[src/rtl/tlv_sample_filter_pkg.sv]
// Shared definitions for the TLV493 sample filter: FSM states, register map,
// channel count and the width of one buffered sample.
// Optional feature macro: TLV_FILTER_SATURATE_EN (clip corrected axes to 12 bits).
package tlv_filter_pkg;

   typedef enum logic [1:0] {
      IDLE   = 2'd0,
      CHECK  = 2'd1,
      UPDATE = 2'd2,
      DONE   = 2'd3
   } state_t;

   // Three magnetic axes plus temperature
   localparam int NUM_CHANNELS = 4;

   // Register indices (address >> 8)
   localparam logic [7:0] REG_X         = 8'd0;
   localparam logic [7:0] REG_Y         = 8'd1;
   localparam logic [7:0] REG_Z         = 8'd2;
   localparam logic [7:0] REG_TEMP      = 8'd3;
   localparam logic [7:0] REG_OVERRUN   = 8'd4;
   localparam logic [7:0] REG_FRAME_ERR = 8'd5;
   localparam logic [7:0] REG_STATUS    = 8'd6;
   localparam logic [7:0] REG_OFFSET_X  = 8'd7;
   localparam logic [7:0] REG_OFFSET_Y  = 8'd8;
   localparam logic [7:0] REG_OFFSET_Z  = 8'd9;

   // Write-side meaning of indices 0..4
   localparam logic [7:0] WREG_OFFSET_X = 8'd0;
   localparam logic [7:0] WREG_OFFSET_Y = 8'd1;
   localparam logic [7:0] WREG_OFFSET_Z = 8'd2;
   localparam logic [7:0] WREG_FLUSH    = 8'd3;
   localparam logic [7:0] WREG_CLEAR    = 8'd4;

   // Width of one buffered sample: clipped axes fit in 12 bits, otherwise 13
`ifdef TLV_FILTER_SATURATE_EN
   localparam int ENTRY_W = 12;
`else
   localparam int ENTRY_W = 13;
`endif

endpackage

[src/rtl/tlv_sample_filter_if.sv]
// Avalon-MM slave bus between the HPS and the TLV sample filter.
interface tlv_sample_filter_if;
   logic [15:0] address;
   logic        read;
   logic [31:0] readdata;
   logic        write;
   logic [31:0] writedata;
   logic        waitrequest;

   modport master (
      output address, read, write, writedata,
      input  readdata, waitrequest
   );

   modport slave (
      input  address, read, write, writedata,
      output readdata, waitrequest
   );
endinterface

[src/rtl/tlv_moving_average.sv]
// One channel of the moving-average filter: circular buffer of the last
// 2^LOG2_DEPTH samples, running sum and fill count. avg_next is the window
// average including the sample currently presented on din.
module tlv_moving_average #(
   parameter int WIDTH      = 13,
   parameter int LOG2_DEPTH = 2,
   parameter bit SIGNED_EN  = 1'b1
) (
   input  logic             clock,
   input  logic             reset_n,
   input  logic             flush,
   input  logic             push,
   input  logic [WIDTH-1:0] din,
   output logic [WIDTH-1:0] avg_next,
   output logic             primed,
   output logic             primed_next
);

   localparam int DEPTH = 1 << LOG2_DEPTH;
   localparam int SUM_W = WIDTH + LOG2_DEPTH;
   localparam int FILL_W = LOG2_DEPTH + 1;

   logic [WIDTH-1:0]      buf_mem [DEPTH];
   logic [LOG2_DEPTH-1:0] wr_ptr;
   logic [FILL_W-1:0]     fill_count;
   logic [SUM_W-1:0]      sum;
   logic [SUM_W-1:0]      sum_next;
   logic [SUM_W-1:0]      new_ext;
   logic [SUM_W-1:0]      old_ext;
   logic [WIDTH-1:0]      oldest;

   assign oldest  = buf_mem[wr_ptr];
   assign new_ext = SIGNED_EN ? {{LOG2_DEPTH{din[WIDTH-1]}}, din}
                              : {{LOG2_DEPTH{1'b0}}, din};
   assign old_ext = SIGNED_EN ? {{LOG2_DEPTH{oldest[WIDTH-1]}}, oldest}
                              : {{LOG2_DEPTH{1'b0}}, oldest};

   // The oldest entry drops out of the sum as the new one enters; empty slots hold 0
   assign sum_next    = sum + new_ext - old_ext;
   assign avg_next    = sum_next[SUM_W-1:LOG2_DEPTH];
   assign primed      = (fill_count == FILL_W'(DEPTH));
   assign primed_next = (fill_count >= FILL_W'(DEPTH - 1));

   // Buffer, pointer, sum and fill count; flush empties the window
   always_ff @(posedge clock or negedge reset_n) begin
      if (!reset_n) begin
         for (int i = 0; i < DEPTH; i++) buf_mem[i] <= '0;
         wr_ptr     <= '0;
         fill_count <= '0;
         sum        <= '0;
      end else if (flush) begin
         for (int i = 0; i < DEPTH; i++) buf_mem[i] <= '0;
         wr_ptr     <= '0;
         fill_count <= '0;
         sum        <= '0;
      end else if (push) begin
         buf_mem[wr_ptr] <= din;
         wr_ptr          <= wr_ptr + 1'b1;
         sum             <= sum_next;
         if (!primed) fill_count <= fill_count + 1'b1;
      end
   end

endmodule

[src/rtl/tlv_sample_filter.sv]
// TLV493 sample filter: frame-continuity check, per-axis offset correction and
// a 2^LOG2_DEPTH moving average, with results and error counters on Avalon-MM.
// Optional feature macro: TLV_FILTER_SATURATE_EN (clip corrected axes to 12 bits).
module tlv_sample_filter
   import tlv_filter_pkg::*;
#(
   parameter int LOG2_DEPTH = 2,
   parameter int OUT_WIDTH  = 16
) (
   input  logic                 clock,
   input  logic                 reset_n,
   input  logic                 sample_valid,
   input  logic [11:0]          mag_x,
   input  logic [11:0]          mag_y,
   input  logic [11:0]          mag_z,
   input  logic [11:0]          temp,
   input  logic [1:0]           frm,
   tlv_sample_filter_if.slave   avs,
   output logic                 out_valid,
   output logic [OUT_WIDTH-1:0] x_filt,
   output logic [OUT_WIDTH-1:0] y_filt,
   output logic [OUT_WIDTH-1:0] z_filt,
   output logic [OUT_WIDTH-1:0] temp_filt
);

   state_t              state;
   logic [11:0]         lat_x, lat_y, lat_z, lat_temp;
   logic [1:0]          lat_frm, prev_frm;
   logic                prev_frm_valid, flush_pending, out_valid_q;
   logic [ENTRY_W-1:0]  corr_x, corr_y, corr_z;
   logic [11:0]         offset_x, offset_y, offset_z;
   logic [15:0]         overrun_count, frame_error_count;
   logic [7:0]          reg_sel;
   logic                flush_wr, clear_wr, frame_err, flush_now, primed, primed_next;
   logic [ENTRY_W-1:0]  ch_din [NUM_CHANNELS];
   logic [ENTRY_W-1:0]  ch_avg [NUM_CHANNELS];
   logic [NUM_CHANNELS-1:0] ch_primed, ch_primed_next;
   logic                unused_bits;

   // Offset correction in 13 bits, optionally clipped back to the raw 12-bit range
   function automatic logic [ENTRY_W-1:0] correct_axis(input logic [11:0] raw,
                                                       input logic [11:0] off);
      logic signed [12:0] diff;
      diff = $signed({raw[11], raw}) - $signed({off[11], off});
`ifdef TLV_FILTER_SATURATE_EN
      if (diff > 13'sd2047)       return 12'h7FF;
      else if (diff < -13'sd2048) return 12'h800;
      else                        return diff[11:0];
`else
      return diff;
`endif
   endfunction

   assign reg_sel     = avs.address[15:8];
   assign flush_wr    = avs.write && (reg_sel == WREG_FLUSH) && (avs.writedata[7:0] != 8'd0);
   assign clear_wr    = avs.write && (reg_sel == WREG_CLEAR) && (avs.writedata[7:0] != 8'd0);
   assign frame_err   = prev_frm_valid && (lat_frm != prev_frm + 2'd1);
   assign unused_bits = ^{avs.address[7:0], avs.writedata[31:12]};
   assign avs.waitrequest = 1'b0;

   // A flush in IDLE applies at once; one raised mid-sample waits for DONE exit
   assign flush_now = ((state == IDLE) && flush_wr)
                   || ((state == DONE) && (flush_pending || flush_wr))
                   || ((state == CHECK) && frame_err);

   // A flush arriving in the DONE cycle itself still withdraws that strobe
   assign out_valid = out_valid_q && !flush_wr;

   assign ch_din[0] = corr_x;
   assign ch_din[1] = corr_y;
   assign ch_din[2] = corr_z;
   assign ch_din[3] = ENTRY_W'(lat_temp);
   assign primed      = &ch_primed;
   assign primed_next = &ch_primed_next;

   for (genvar i = 0; i < NUM_CHANNELS; i++) begin : g_chan
      tlv_moving_average #(
         .WIDTH      (ENTRY_W),
         .LOG2_DEPTH (LOG2_DEPTH),
         .SIGNED_EN  (i != NUM_CHANNELS - 1)
      ) u_avg (
         .clock       (clock),
         .reset_n     (reset_n),
         .flush       (flush_now),
         .push        (state == UPDATE),
         .din         (ch_din[i]),
         .avg_next    (ch_avg[i]),
         .primed      (ch_primed[i]),
         .primed_next (ch_primed_next[i])
      );
   end

   // Sample-processing FSM with registered filtered outputs
   always_ff @(posedge clock or negedge reset_n) begin
      if (!reset_n) begin
         state          <= IDLE;
         lat_x          <= '0;
         lat_y          <= '0;
         lat_z          <= '0;
         lat_temp       <= '0;
         lat_frm        <= '0;
         prev_frm       <= '0;
         prev_frm_valid <= 1'b0;
         flush_pending  <= 1'b0;
         corr_x         <= '0;
         corr_y         <= '0;
         corr_z         <= '0;
         out_valid_q    <= 1'b0;
         x_filt         <= '0;
         y_filt         <= '0;
         z_filt         <= '0;
         temp_filt      <= '0;
      end else begin
         out_valid_q <= 1'b0;
         case (state)
            IDLE: begin
               if (sample_valid) begin
                  lat_x    <= mag_x;
                  lat_y    <= mag_y;
                  lat_z    <= mag_z;
                  lat_temp <= temp;
                  lat_frm  <= frm;
                  state    <= CHECK;
               end
            end
            CHECK: begin
               if (frame_err) begin
                  prev_frm       <= lat_frm;
                  prev_frm_valid <= 1'b1;
                  flush_pending  <= 1'b0;
                  state          <= IDLE;
               end else begin
                  corr_x <= correct_axis(lat_x, offset_x);
                  corr_y <= correct_axis(lat_y, offset_y);
                  corr_z <= correct_axis(lat_z, offset_z);
                  if (flush_wr) flush_pending <= 1'b1;
                  state <= UPDATE;
               end
            end
            UPDATE: begin
               x_filt      <= OUT_WIDTH'($signed(ch_avg[0]));
               y_filt      <= OUT_WIDTH'($signed(ch_avg[1]));
               z_filt      <= OUT_WIDTH'($signed(ch_avg[2]));
               temp_filt   <= OUT_WIDTH'(ch_avg[3]);
               out_valid_q <= primed_next && !flush_pending && !flush_wr;
               if (flush_wr) flush_pending <= 1'b1;
               state <= DONE;
            end
            DONE: begin
               prev_frm       <= lat_frm;
               prev_frm_valid <= 1'b1;
               flush_pending  <= 1'b0;
               state          <= IDLE;
            end
            default: state <= IDLE;
         endcase
      end
   end

   // Saturating error counters; a clear write beats a same-cycle increment
   always_ff @(posedge clock or negedge reset_n) begin
      if (!reset_n) begin
         overrun_count     <= '0;
         frame_error_count <= '0;
      end else if (clear_wr) begin
         overrun_count     <= '0;
         frame_error_count <= '0;
      end else begin
         if (sample_valid && (state != IDLE) && (overrun_count != 16'hFFFF))
            overrun_count <= overrun_count + 16'd1;
         if ((state == CHECK) && frame_err && (frame_error_count != 16'hFFFF))
            frame_error_count <= frame_error_count + 16'd1;
      end
   end

   // Per-axis offset registers written by the HPS
   always_ff @(posedge clock or negedge reset_n) begin
      if (!reset_n) begin
         offset_x <= '0;
         offset_y <= '0;
         offset_z <= '0;
      end else if (avs.write) begin
         if (reg_sel == WREG_OFFSET_X) offset_x <= avs.writedata[11:0];
         if (reg_sel == WREG_OFFSET_Y) offset_y <= avs.writedata[11:0];
         if (reg_sel == WREG_OFFSET_Z) offset_z <= avs.writedata[11:0];
      end
   end

   // Registered read mux; offsets read back as their raw 12-bit field
   always_ff @(posedge clock or negedge reset_n) begin
      if (!reset_n) begin
         avs.readdata <= '0;
      end else if (avs.read) begin
         case (reg_sel)
            REG_X:         avs.readdata <= 32'($signed(x_filt));
            REG_Y:         avs.readdata <= 32'($signed(y_filt));
            REG_Z:         avs.readdata <= 32'($signed(z_filt));
            REG_TEMP:      avs.readdata <= 32'(temp_filt);
            REG_OVERRUN:   avs.readdata <= {16'd0, overrun_count};
            REG_FRAME_ERR: avs.readdata <= {16'd0, frame_error_count};
            REG_STATUS:    avs.readdata <= {29'd0, primed, state};
            REG_OFFSET_X:  avs.readdata <= {20'd0, offset_x};
            REG_OFFSET_Y:  avs.readdata <= {20'd0, offset_y};
            REG_OFFSET_Z:  avs.readdata <= {20'd0, offset_z};
            default:       avs.readdata <= '0;
         endcase
      end
   end

endmodule

[src/flat_wrapper.sv]
// flat-port wrapper written by rule: the top's interface ports become plain ports
module tlv_sample_filter_flat import tlv_filter_pkg::*;
#(
   parameter int LOG2_DEPTH = 2,
   parameter int OUT_WIDTH  = 16
)
  (clock, reset_n, sample_valid, mag_x, mag_y, mag_z, temp, frm, out_valid, x_filt, y_filt, z_filt, temp_filt, avs_address, avs_read, avs_write, avs_writedata, avs_readdata, avs_waitrequest);
  tlv_sample_filter_if avs_i ();
  input  logic clock;
  input  logic reset_n;
  input  logic sample_valid;
  input  logic [11:0] mag_x;
  input  logic [11:0] mag_y;
  input  logic [11:0] mag_z;
  input  logic [11:0] temp;
  input  logic [1:0] frm;
  output logic out_valid;
  output logic [OUT_WIDTH-1:0] x_filt;
  output logic [OUT_WIDTH-1:0] y_filt;
  output logic [OUT_WIDTH-1:0] z_filt;
  output logic [OUT_WIDTH-1:0] temp_filt;
  input wire logic [$bits(avs_i.address)-1:0] avs_address;
  input wire logic [$bits(avs_i.read)-1:0] avs_read;
  input wire logic [$bits(avs_i.write)-1:0] avs_write;
  input wire logic [$bits(avs_i.writedata)-1:0] avs_writedata;
  output wire logic [$bits(avs_i.readdata)-1:0] avs_readdata;
  output wire logic [$bits(avs_i.waitrequest)-1:0] avs_waitrequest;
  assign avs_i.address = avs_address;
  assign avs_i.read = avs_read;
  assign avs_i.write = avs_write;
  assign avs_i.writedata = avs_writedata;
  assign avs_readdata = avs_i.readdata;
  assign avs_waitrequest = avs_i.waitrequest;
  tlv_sample_filter #(.LOG2_DEPTH(LOG2_DEPTH), .OUT_WIDTH(OUT_WIDTH)) u_core (.clock(clock), .reset_n(reset_n), .sample_valid(sample_valid), .mag_x(mag_x), .mag_y(mag_y), .mag_z(mag_z), .temp(temp), .frm(frm), .avs(avs_i), .out_valid(out_valid), .x_filt(x_filt), .y_filt(y_filt), .z_filt(z_filt), .temp_filt(temp_filt));
endmodule
[config.mk]
export PLATFORM = sky130hd
export DESIGN_NAME = tlv_sample_filter_flat
export DESIGN_NICKNAME = d
export VERILOG_FILES = /design/src/rtl/tlv_sample_filter_pkg.sv /design/src/rtl/tlv_sample_filter_if.sv /design/src/rtl/tlv_moving_average.sv /design/src/rtl/tlv_sample_filter.sv /design/src/flat_wrapper.sv
export SDC_FILE = /design/constraint.sdc
export NUM_CORES = 1
export LEC_CHECK = 0
export BUFFER_PORTS_ARGS = -buffer_cell sky130_fd_sc_hd__buf_4
export CORE_AREA = 5 5 189 283
export CTS_CLUSTER_SIZE = 24
export DETAILED_ROUTE_END_ITERATION = 7
export DIE_AREA = 0 0 194 288
export PLACE_DENSITY_LB_ADDON = 0.12
export SYNTH_ARGS = -nofsm -noshare
export SYNTH_HDL_FRONTEND = slang
export SYNTH_HIERARCHICAL = 1
export SYNTH_SLANG_ARGS = --single-unit
export TNS_END_PERCENT = 100
[constraint.sdc]
create_clock -name clock -period 4.9 [get_ports clock]
set_clock_uncertainty 0.1 [all_clocks]
set_input_delay 0.735 -clock clock [delete_from_list [all_inputs] [get_ports clock]]
set_output_delay 0.735 -clock clock [all_outputs]
set_load 0.02 [all_outputs]
==> results_tabular.tex, run 1 <==
\begin{tabular}{lr}
\hline
Metric & Value \\
\hline
\multicolumn{2}{l}{\textbf{Setup path}} \\
Critical Path End Type & register \\
Data arrival time of the critical path & 4.51 ns \\
Worst R2R Start & u\_core/g\_chan[2].u\_avg/wr\_ptr[1] \\
Cell family contributing the most delay on the critical path & compound AO/OA/AOI/OAI gates \\
Capture point of the worst reg-to-reg path & u\_core/z\_filt[11] \\
Last element of the critical path & u\_core/z\_filt[11] \\
Cell at the slowest stage of the critical path & dfrtp\_1 \\
Cell occurring most often along the worst timing path & nand2\_1 \\
Critical-path cell list & mux4\_2 -> fa\_1 -> inv\_1 -> ha\_1 -> a21o\_1 -> nand4\_1 -> a2111oi\_1 -> o211ai\_1 -> nand2\_1 -> xor2\_1 -> nand2\_1 -> nand2\_1 \\
Crit path kind & reg2reg \\
Minimum setup slack among reg-to-reg paths & 0.82 ns \\
Critical Path Source Type & register \\
Critical path origin & u\_core/g\_chan[2].u\_avg/wr\_ptr[1] \\
Slowest stage delay, CP & 0.85 ns \\
Number of logic stages on the critical path including buffering & 12 \\
Required time of the critical path & 5.33 ns \\
Biggest fanout along the worst timing path & 17 \\
Length in cells of the worst reg-to-reg path & 12 \\
Worst path buffer plus inverter count & 1 \\
\multicolumn{2}{l}{\textbf{Clock tree}} \\
Clock sink total & 521 \\
Inserted Clock Buffers & 51 \\
TritonCTS clock tree & yes \\
Hold-fix buffer count after cts & 0 \\
Setup repair bufs after CTS & 0 \\
Max H-tree Level & 2 \\
Clock root buffer & clkbuf\_16 \\
Clock-pin slew reported for the worst setup and hold paths after clock tree synthesis & 0.06 ns \\
Skew-Pair Late Insertion Delay & 0.60 ns \\
Cells resized by post-CTS repair & 0 \\
Number of buffers on the longest clock path & 3 \\
\multicolumn{2}{l}{\textbf{Synthesis}} \\
Compound-Gate Fraction of Synth Area & 13.27\% \\
Average cell area after synthesis & 9.425 µm² \\
Share of cell area taken by muxes after synthesis & 8.504\% \\
Cell count after synthesis & 3,197 \\
Post-synthesis share of cell area spent on and, or, nand and nor gates & 15.70\% \\
Distinct cell type count of the synthesized netlist & 89 \\
Portion of the post-synthesis area used by sequential elements & 43.27\% \\
Adder-cell share of the synthesized area & 9.210\% \\
Top FF cell, synth & dfrtp\_1 \\
Count of state elements after synthesis & 521 \\
Mapped Area & 30,130 µm² \\
Largest family of logic cells by synthesized area & simple AND/OR/NAND/NOR gates \\
Yosys synthesis warning count & 6 \\
Number of synthesized flops with an enable pin & 0 \\
Post-synthesis share of cell area spent on xor and xnor gates & 3.417\% \\
Share of synthesized registers carrying an async set or reset & 100.0\% \\
\multicolumn{2}{l}{\textbf{Routing}} \\
Vias per inst & 5.780 \\
Post-route DRC & 0 \\
Uppermost layer routed & met4 \\
Wire length per cell after detailed routing & 20.38 µm \\
Number of optimization iterations in the first detailed-route pass & 6 \\
Met3 WL & 3.665 mm \\
Via total after detailed routing & 23,041 \\
Metal2 WL & 42.17 mm \\
WL met1 & 30.87 mm \\
Post-detailed-routing wire length & 81.22 mm \\
Iteration-0 DRC Markers & 1,453 \\
ANT nets after route & 0 \\
\multicolumn{2}{l}{\textbf{Final layout}} \\
Multi-input gate area in the final layout & 15,160 µm² \\
Storage cell area & 13,040 µm² \\
Fraction of final layout cells sized beyond drive strength 1 & 14.00\% \\
Filler instances & 4,105 \\
Commonest cells after routing, fill and taps aside & 687 x nand2\_1, 521 x dfrtp\_1, 334 x a21oi\_1, 296 x inv\_1, 185 x buf\_4 \\
Leading cell type in the layout, fill and taps excluded & nand2\_1 \\
Final core occ & 65.71\% \\
Layout net count & 3,555 \\
Synth-to-Final Area Change & 11.04\% \\
\multicolumn{2}{l}{\textbf{GRT}} \\
GRT Total Usage & 28.90\% \\
Total gr overflow & 0 \\
Antenna violations before repair & 1 \\
Global-route wire length before repair & 129.5 mm \\
Maximum number of pins on one net before global-route repair & 112 \\
Number of global-route vias before repair & 23,918 \\
\multicolumn{2}{l}{\textbf{Die}} \\
Chip Height & 288 µm \\
Die Span X & 194 µm \\
Core area & 50,920 µm² \\
Row count & 102 \\
Initial core utilization & 59.17\% \\
Die Outline Area & 55,870 µm² \\
Number of top-level pins & 201 \\
\multicolumn{2}{l}{\textbf{Pwr}} \\
Power per cell area & 801.5 nW/µm² \\
Static power due to leakage & 0.01544 µW \\
Worst ir drop on vdd & 0.4266 mV \\
\multicolumn{2}{l}{\textbf{Placed design}} \\
Half-perimeter wire length of the detailed placement result & 58.93 mm \\
PortBufs & 168 \\
RePlAce Congestion & 0.9803 \\
\multicolumn{2}{l}{\textbf{STA}} \\
Final-layout setup total negative slack & 0 ns \\
Portion of the clock cycle consumed by the worst path in the final layout & 83.36\% \\
Max-slew violation count & 0 \\
Achievable frequency & 244.8 MHz \\
Minimum clock period after layout & 4.085 ns \\
Remaining max-slew budget at the tightest pin & 16.22\% \\
Count of final setup violators & 0 \\
Slew at the pin closest to its max-slew limit & 1.257 ns \\
Final Hold Violating Endpoints & 0 \\
Unrepaired setup endpoints after global routing & no \\
\multicolumn{2}{l}{\textbf{Outcome}} \\
Result of the run & finished clean \\
\multicolumn{2}{l}{\textbf{Min path}} \\
Worst min path class & in2async \\
\multicolumn{2}{l}{\textbf{Flow run}} \\
Max cap viols & 0 \\
\hline
\end{tabular}
[layer usage]
metal,global-route usage [%],up-vias
met5,0,-
met4,14.46,0
met3,3.770,187
met2,51.67,640
met1,34.35,11370
li1,-,10844
[synthesized netlist by cell type (19+ instances only)]
cell type | instances | share of area [%]
a21o_1 | 27 | 0.67
a22oi_1 | 19 | 0.47
inv_1 | 296 | 3.7
ha_1 | 129 | 5.4
nor3_1 | 30 | 0.50
nand4_1 | 23 | 0.48
xnor2_1 | 76 | 2.2
nand2b_1 | 20 | 0.42
dfrtp_1 | 521 | 43
mux2_2 | 62 | 2.3
a21oi_1 | 334 | 5.5
buf_2 | 23 | 0.38
o21a_1 | 19 | 0.47
o21ai_0 | 50 | 0.83
nand3_1 | 37 | 0.61
nor2_1 | 156 | 1.9
mux2i_1 | 52 | 1.7
fa_1 | 58 | 3.9
xor2_1 | 39 | 1.1
buf_4 | 30 | 0.75
nand2_1 | 687 | 8.6
and2_1 | 28 | 0.58
o21ai_2 | 19 | 0.55
clkbuf_1 | 114 | 1.4
mux4_2 | 58 | 4.3
[sequential cells by signal (all words and copies together), names as in the netlist, 12 cells and up, named ones only]
| register | flops |
|---|---|
| u_core/z_filt | 13 |
| u_core/offset_x | 12 |
| u_core/corr_y | 13 |
| u_core/offset_y | 12 |
| u_core/frame_error_count | 16 |
| u_core/lat_temp | 12 |
| u_core/g_chan.u_avg/sum | 60 |
| u_core/overrun_count | 16 |
| u_core/corr_z | 13 |
| u_core/lat_x | 12 |
| u_core/g_chan.u_avg/fill_count | 12 |
| u_core/avs.readdata | 17 |
| u_core/x_filt | 13 |
| u_core/y_filt | 13 |
| u_core/lat_y | 12 |
| u_core/offset_z | 12 |
| u_core/lat_z | 12 |
| u_core/g_chan.u_avg/buf_mem | 208 |
| u_core/temp_filt | 13 |
| u_core/corr_x | 13 |
[worst register-to-register path, delay by kind of cell (launching register included)]
kind / cells / cell delay [ns]
AO/OA/AOI/OAI: 3 / 1.09
XOR/XNOR: 1 / 0.20
adder cells (fa/ha/maj): 2 / 0.82
buffers and inverters: 1 / 0.06
flip-flops: 1 / 0.85
multiplexers: 1 / 0.43
AND/OR/NAND/NOR: 4 / 0.46
[worst min path at each step]
| stage | depth (start not counted) | to | startpoint |
|---|---|---|---|
| 2_1_floorplan | 1 | u_core/out_valid_q | u_core/flush_pending |
| 3_3_place_gp | 1 | u_core/out_valid_q | u_core/flush_pending |
| 3_5_place_dp | 1 | u_core/out_valid_q | u_core/flush_pending |
| 4_1_cts | 1 | u_core/lat_z[4] | reset_n |
| 5_1_grt | 1 | u_core/lat_z[11] | reset_n |
| 6_report | 1 | u_core/g_chan[2].u_avg/buf_mem[50] | reset_n |
[cells by family (layout without fill, tap and decap cells)]
logic type | after synthesis | after routing
other | 1 | 11
AOI/OAI and AO/OA | 630 | 630
DFF | 521 | 521
xor gates and xnor gates | 116 | 116
adders and majority gates | 187 | 187
and+or+nand+nor | 1084 | 1084
muxes | 175 | 175
buffers and inverters | 483 | 586
[area by class of cell]
cell class                 instances  share of cell area [%]
tap                              676                   2.528
clock inverter                    21                  0.6881
inverter                         298                   3.358
multi-input combinational       2201                   45.30
timing repair buffer             192                   4.555
sequential                       521                   38.96
clock buffer                      75                   4.592
antenna                            2                 0.01496
[power breakdown]
part	switching [µW]	internal, µW	total, µW
clock network	1730	2390	4120
logic	9170	6360	15500
registers	1530	5640	7160
total	12400	14400	26800
[metrics by stage]
step                      hold slack (ns)  total power [µW]  instances  area, µm²  setup WS [ns]
after global placement             0.3525             22150       3888      31690         0.9127
after detailed placement           0.3807             22610       3888      31690         0.8670
after floorplan                    0.3312             18620       3205      30160         0.8514
after CTS                          0.1262             26850       3984      33450         0.8545
after global routing               0.1582             29030       3984      33450         0.5700
final                             0.09969             26820       3986      33460         0.8153
Power figures use the tool's default switching activity.
==> run 2: changes to the inputs <==
- CORE_AREA: 5 5 189 283 -> 5 5 196 293
- DIE_AREA: 0 0 194 288 -> 0 0 201 298
- clock period: 4.9 -> 3.6 ns (I/O delays scaled with it)
==> run 2 against run 1 <==
- the flow now finishes with violations (setup timing)
- critical path depth grew 1
- sequential power grew 34%
- critical path type unchanged
- largest power group unchanged
- setup slack lost 0.86 ns
- worst hold slack lost 0.058 ns
==> results_tabular.tex, run 2 (synthesized netlist as in run 1, its figures left out) <==
\begin{tabular}{lr}
\hline
Metric & Value \\
\hline
\multicolumn{2}{l}{\textbf{Placed design}} \\
Pre-CTS worst setup slack & -0.04150 ns \\
PortBufs & 168 \\
Half-perimeter wire length of the detailed placement result & 63.25 mm \\
Placed inst area & 32,620 µm² \\
RePlAce Congestion & 0.9283 \\
\multicolumn{2}{l}{\textbf{Setup path}} \\
Crit path kind & reg2reg \\
Cell family contributing the most delay on the critical path & simple AND/OR/NAND/NOR gates \\
Data arrival time of the critical path & 4.07 ns \\
Cell at the slowest stage of the critical path & or4\_1 \\
Worst path buffer plus inverter count & 3 \\
Critical Path Source Type & register \\
Critical-path cell list & buf\_12 -> mux4\_2 -> ha\_4 -> inv\_2 -> ha\_4 -> inv\_2 -> fa\_2 -> and2b\_4 -> o2111ai\_4 -> a211oi\_4 -> nor4\_4 -> or4\_1 -> a21oi\_1 \\
Required time of the critical path & 4.03 ns \\
Slowest stage delay, CP & 0.54 ns \\
Critical Path End Type & register \\
Minimum setup slack among reg-to-reg paths & -0.04 ns \\
Biggest fanout along the worst timing path & 8 \\
\multicolumn{2}{l}{\textbf{GRT}} \\
Maximum number of pins on one net before global-route repair & 100 \\
Number of global-route vias before repair & 24,612 \\
Global-route wire length before repair & 135.3 mm \\
Antenna violations before repair & 2 \\
Total gr overflow & 0 \\
GRT Total Usage & 28.24\% \\
\multicolumn{2}{l}{\textbf{Final layout}} \\
Final core occ & 64.44\% \\
Register with the most flip-flops & u\_core/g\_chan.u\_avg/buf\_mem \\
Fraction of final layout cells sized beyond drive strength 1 & 19.13\% \\
Leading registers by flop count & u\_core/g\_chan.u\_avg/buf\_mem x208, u\_core/g\_chan.u\_avg/sum x60, u\_core/avs.readdata x17 \\
Filler instances & 4,502 \\
Layout net count & 3,680 \\
Synth-to-Final Area Change & 16.60\% \\
Final design instance area without fill & 35,130 µm² \\
Leading cell type in the layout, fill and taps excluded & nand2\_1 \\
Commonest cells after routing, fill and taps aside & 684 x nand2\_1, 518 x dfrtp\_1, 327 x a21oi\_1, 289 x inv\_1, 288 x buf\_4 \\
Max reg flops & 208 \\
\multicolumn{2}{l}{\textbf{Routing}} \\
Iteration-0 DRC Markers & 1,479 \\
Number of optimization iterations in the first detailed-route pass & 6 \\
Vias per inst & 5.781 \\
Post-route DRC & 0 \\
Post-detailed-routing wire length & 86.28 mm \\
Wire length per cell after detailed routing & 20.92 µm \\
ANT nets after route & 0 \\
Via total after detailed routing & 23,845 \\
\multicolumn{2}{l}{\textbf{Die}} \\
Number of top-level pins & 201 \\
Initial core utilization & 55.27\% \\
Row count & 105 \\
Core area & 54,520 µm² \\
Die Outline Area & 59,900 µm² \\
Chip Height & 298 µm \\
Die Span X & 201 µm \\
\multicolumn{2}{l}{\textbf{STA}} \\
Remaining max-slew budget at the tightest pin & 31.97\% \\
Worst setup slack after layout & -0.04233 ns \\
Final Hold Violating Endpoints & 0 \\
Count of final setup violators & 2 \\
Achievable frequency & 274.5 MHz \\
Unrepaired setup endpoints after global routing & yes \\
Portion of the clock cycle consumed by the worst path in the final layout & 101.2\% \\
Max-slew violation count & 0 \\
Slew at the pin closest to its max-slew limit & 1.018 ns \\
Hold Slack & 0.04139 ns \\
Minimum clock period after layout & 3.642 ns \\
\multicolumn{2}{l}{\textbf{Pwr}} \\
Post-layout power & 40,930 µW \\
Worst ir drop on vdd & 0.7576 mV \\
Power per cell area & 1165 nW/µm² \\
Static power due to leakage & 0.01614 µW \\
\multicolumn{2}{l}{\textbf{Clock tree}} \\
Inserted Clock Buffers & 50 \\
Clock root buffer & clkbuf\_16 \\
Number of buffers on the longest clock path & 3 \\
Max H-tree Level & 2 \\
TritonCTS clock tree & yes \\
Clock sink total & 521 \\
Skew-Pair Late Insertion Delay & 0.61 ns \\
Clock-pin slew reported for the worst setup and hold paths after clock tree synthesis & 0.07 ns \\
\multicolumn{2}{l}{\textbf{Min path}} \\
Worst min path class & in2reg \\
\multicolumn{2}{l}{\textbf{Flow run}} \\
Max cap viols & 0 \\
\multicolumn{2}{l}{\textbf{Outcome}} \\
Failing checks & setup timing \\
Result of the run & finished, violations left \\
\hline
\end{tabular}
run 2: layer usage:
layer | vias up | track usage [%] | wire length, µm
met2 | 724 | 49.54 | 44460
li1 | 11075 | - | -
met4 | 2 | 16.69 | 6001
met1 | 11792 | 32.88 | 31710
met5 | - | 0 | 20
met3 | 252 | 4.080 | 4090
run 2: final cells by class:
type	instances	area (µm²)	area share, %
diodes	1	2.502	0.007122
clock buffers	68	1463	4.163
clock inverters	23	264.0	0.7514
inverters	298	1124	3.198
multi-input cells	2201	15690	44.66
flip-flops and latches	521	13040	37.12
well taps	695	869.6	2.475
repair buffers	318	2680	7.628
run 2: repair_timing:
action | CTS | global route
endpoints found under the setup margin | 9 | 45
endpoints found under the hold margin | 61 | 0
cloned | 1 | 0
hold buffers | 1 | 0
resized for setup | 12 | 94
pin swaps | 5 | 54
buffers inserted | 5 | 19
run 2: where the power goes:
part | internal, µW | switching (µW) | total [µW]
combinational | 11600 | 14200 | 25800
clock | 3210 | 2360 | 5570
sequential | 7670 | 1910 | 9580
total | 22500 | 18500 | 40900
run 2: worst reg2reg max path, delay by kind of cell (launching register included):
| kind | cells | cell delay, ns |
|---|---|---|
| and+or+nand+nor | 3 | 0.89 |
| adders and majority gates | 3 | 0.76 |
| AOI/OAI and AO/OA | 3 | 0.64 |
| muxes | 1 | 0.54 |
| DFF | 1 | 0.40 |
| buffers and inverters | 3 | 0.25 |
run 2: metrics by stage:
stage	TNS, ns	instances
floorplan	-0.08771	3205
global placement	-0.07765	4009
detailed placement	-0.1612	4009
CTS	-0.04142	4107
global route	-1.329	4124
finish	-0.07782	4125
run 2: final timing paths:
path / startpoint / endpoint / cells after the start
setup / recovery: u_core/g_chan[2].u_avg/wr_ptr[0] / u_core/g_chan[2].u_avg/sum[14] / 13
hold / removal: mag_y[0] / u_core/lat_y[0] / 3
setup reg to reg: u_core/g_chan[2].u_avg/wr_ptr[0] / u_core/g_chan[2].u_avg/sum[14] / 13
hold reg to reg: u_core/flush_pending / u_core/out_valid_q / 1
max in group asynchronous: reset_n / u_core/g_chan[0].u_avg/wr_ptr[0] / 3
min in group asynchronous: reset_n / u_core/g_chan[2].u_avg/sum[9] / 2
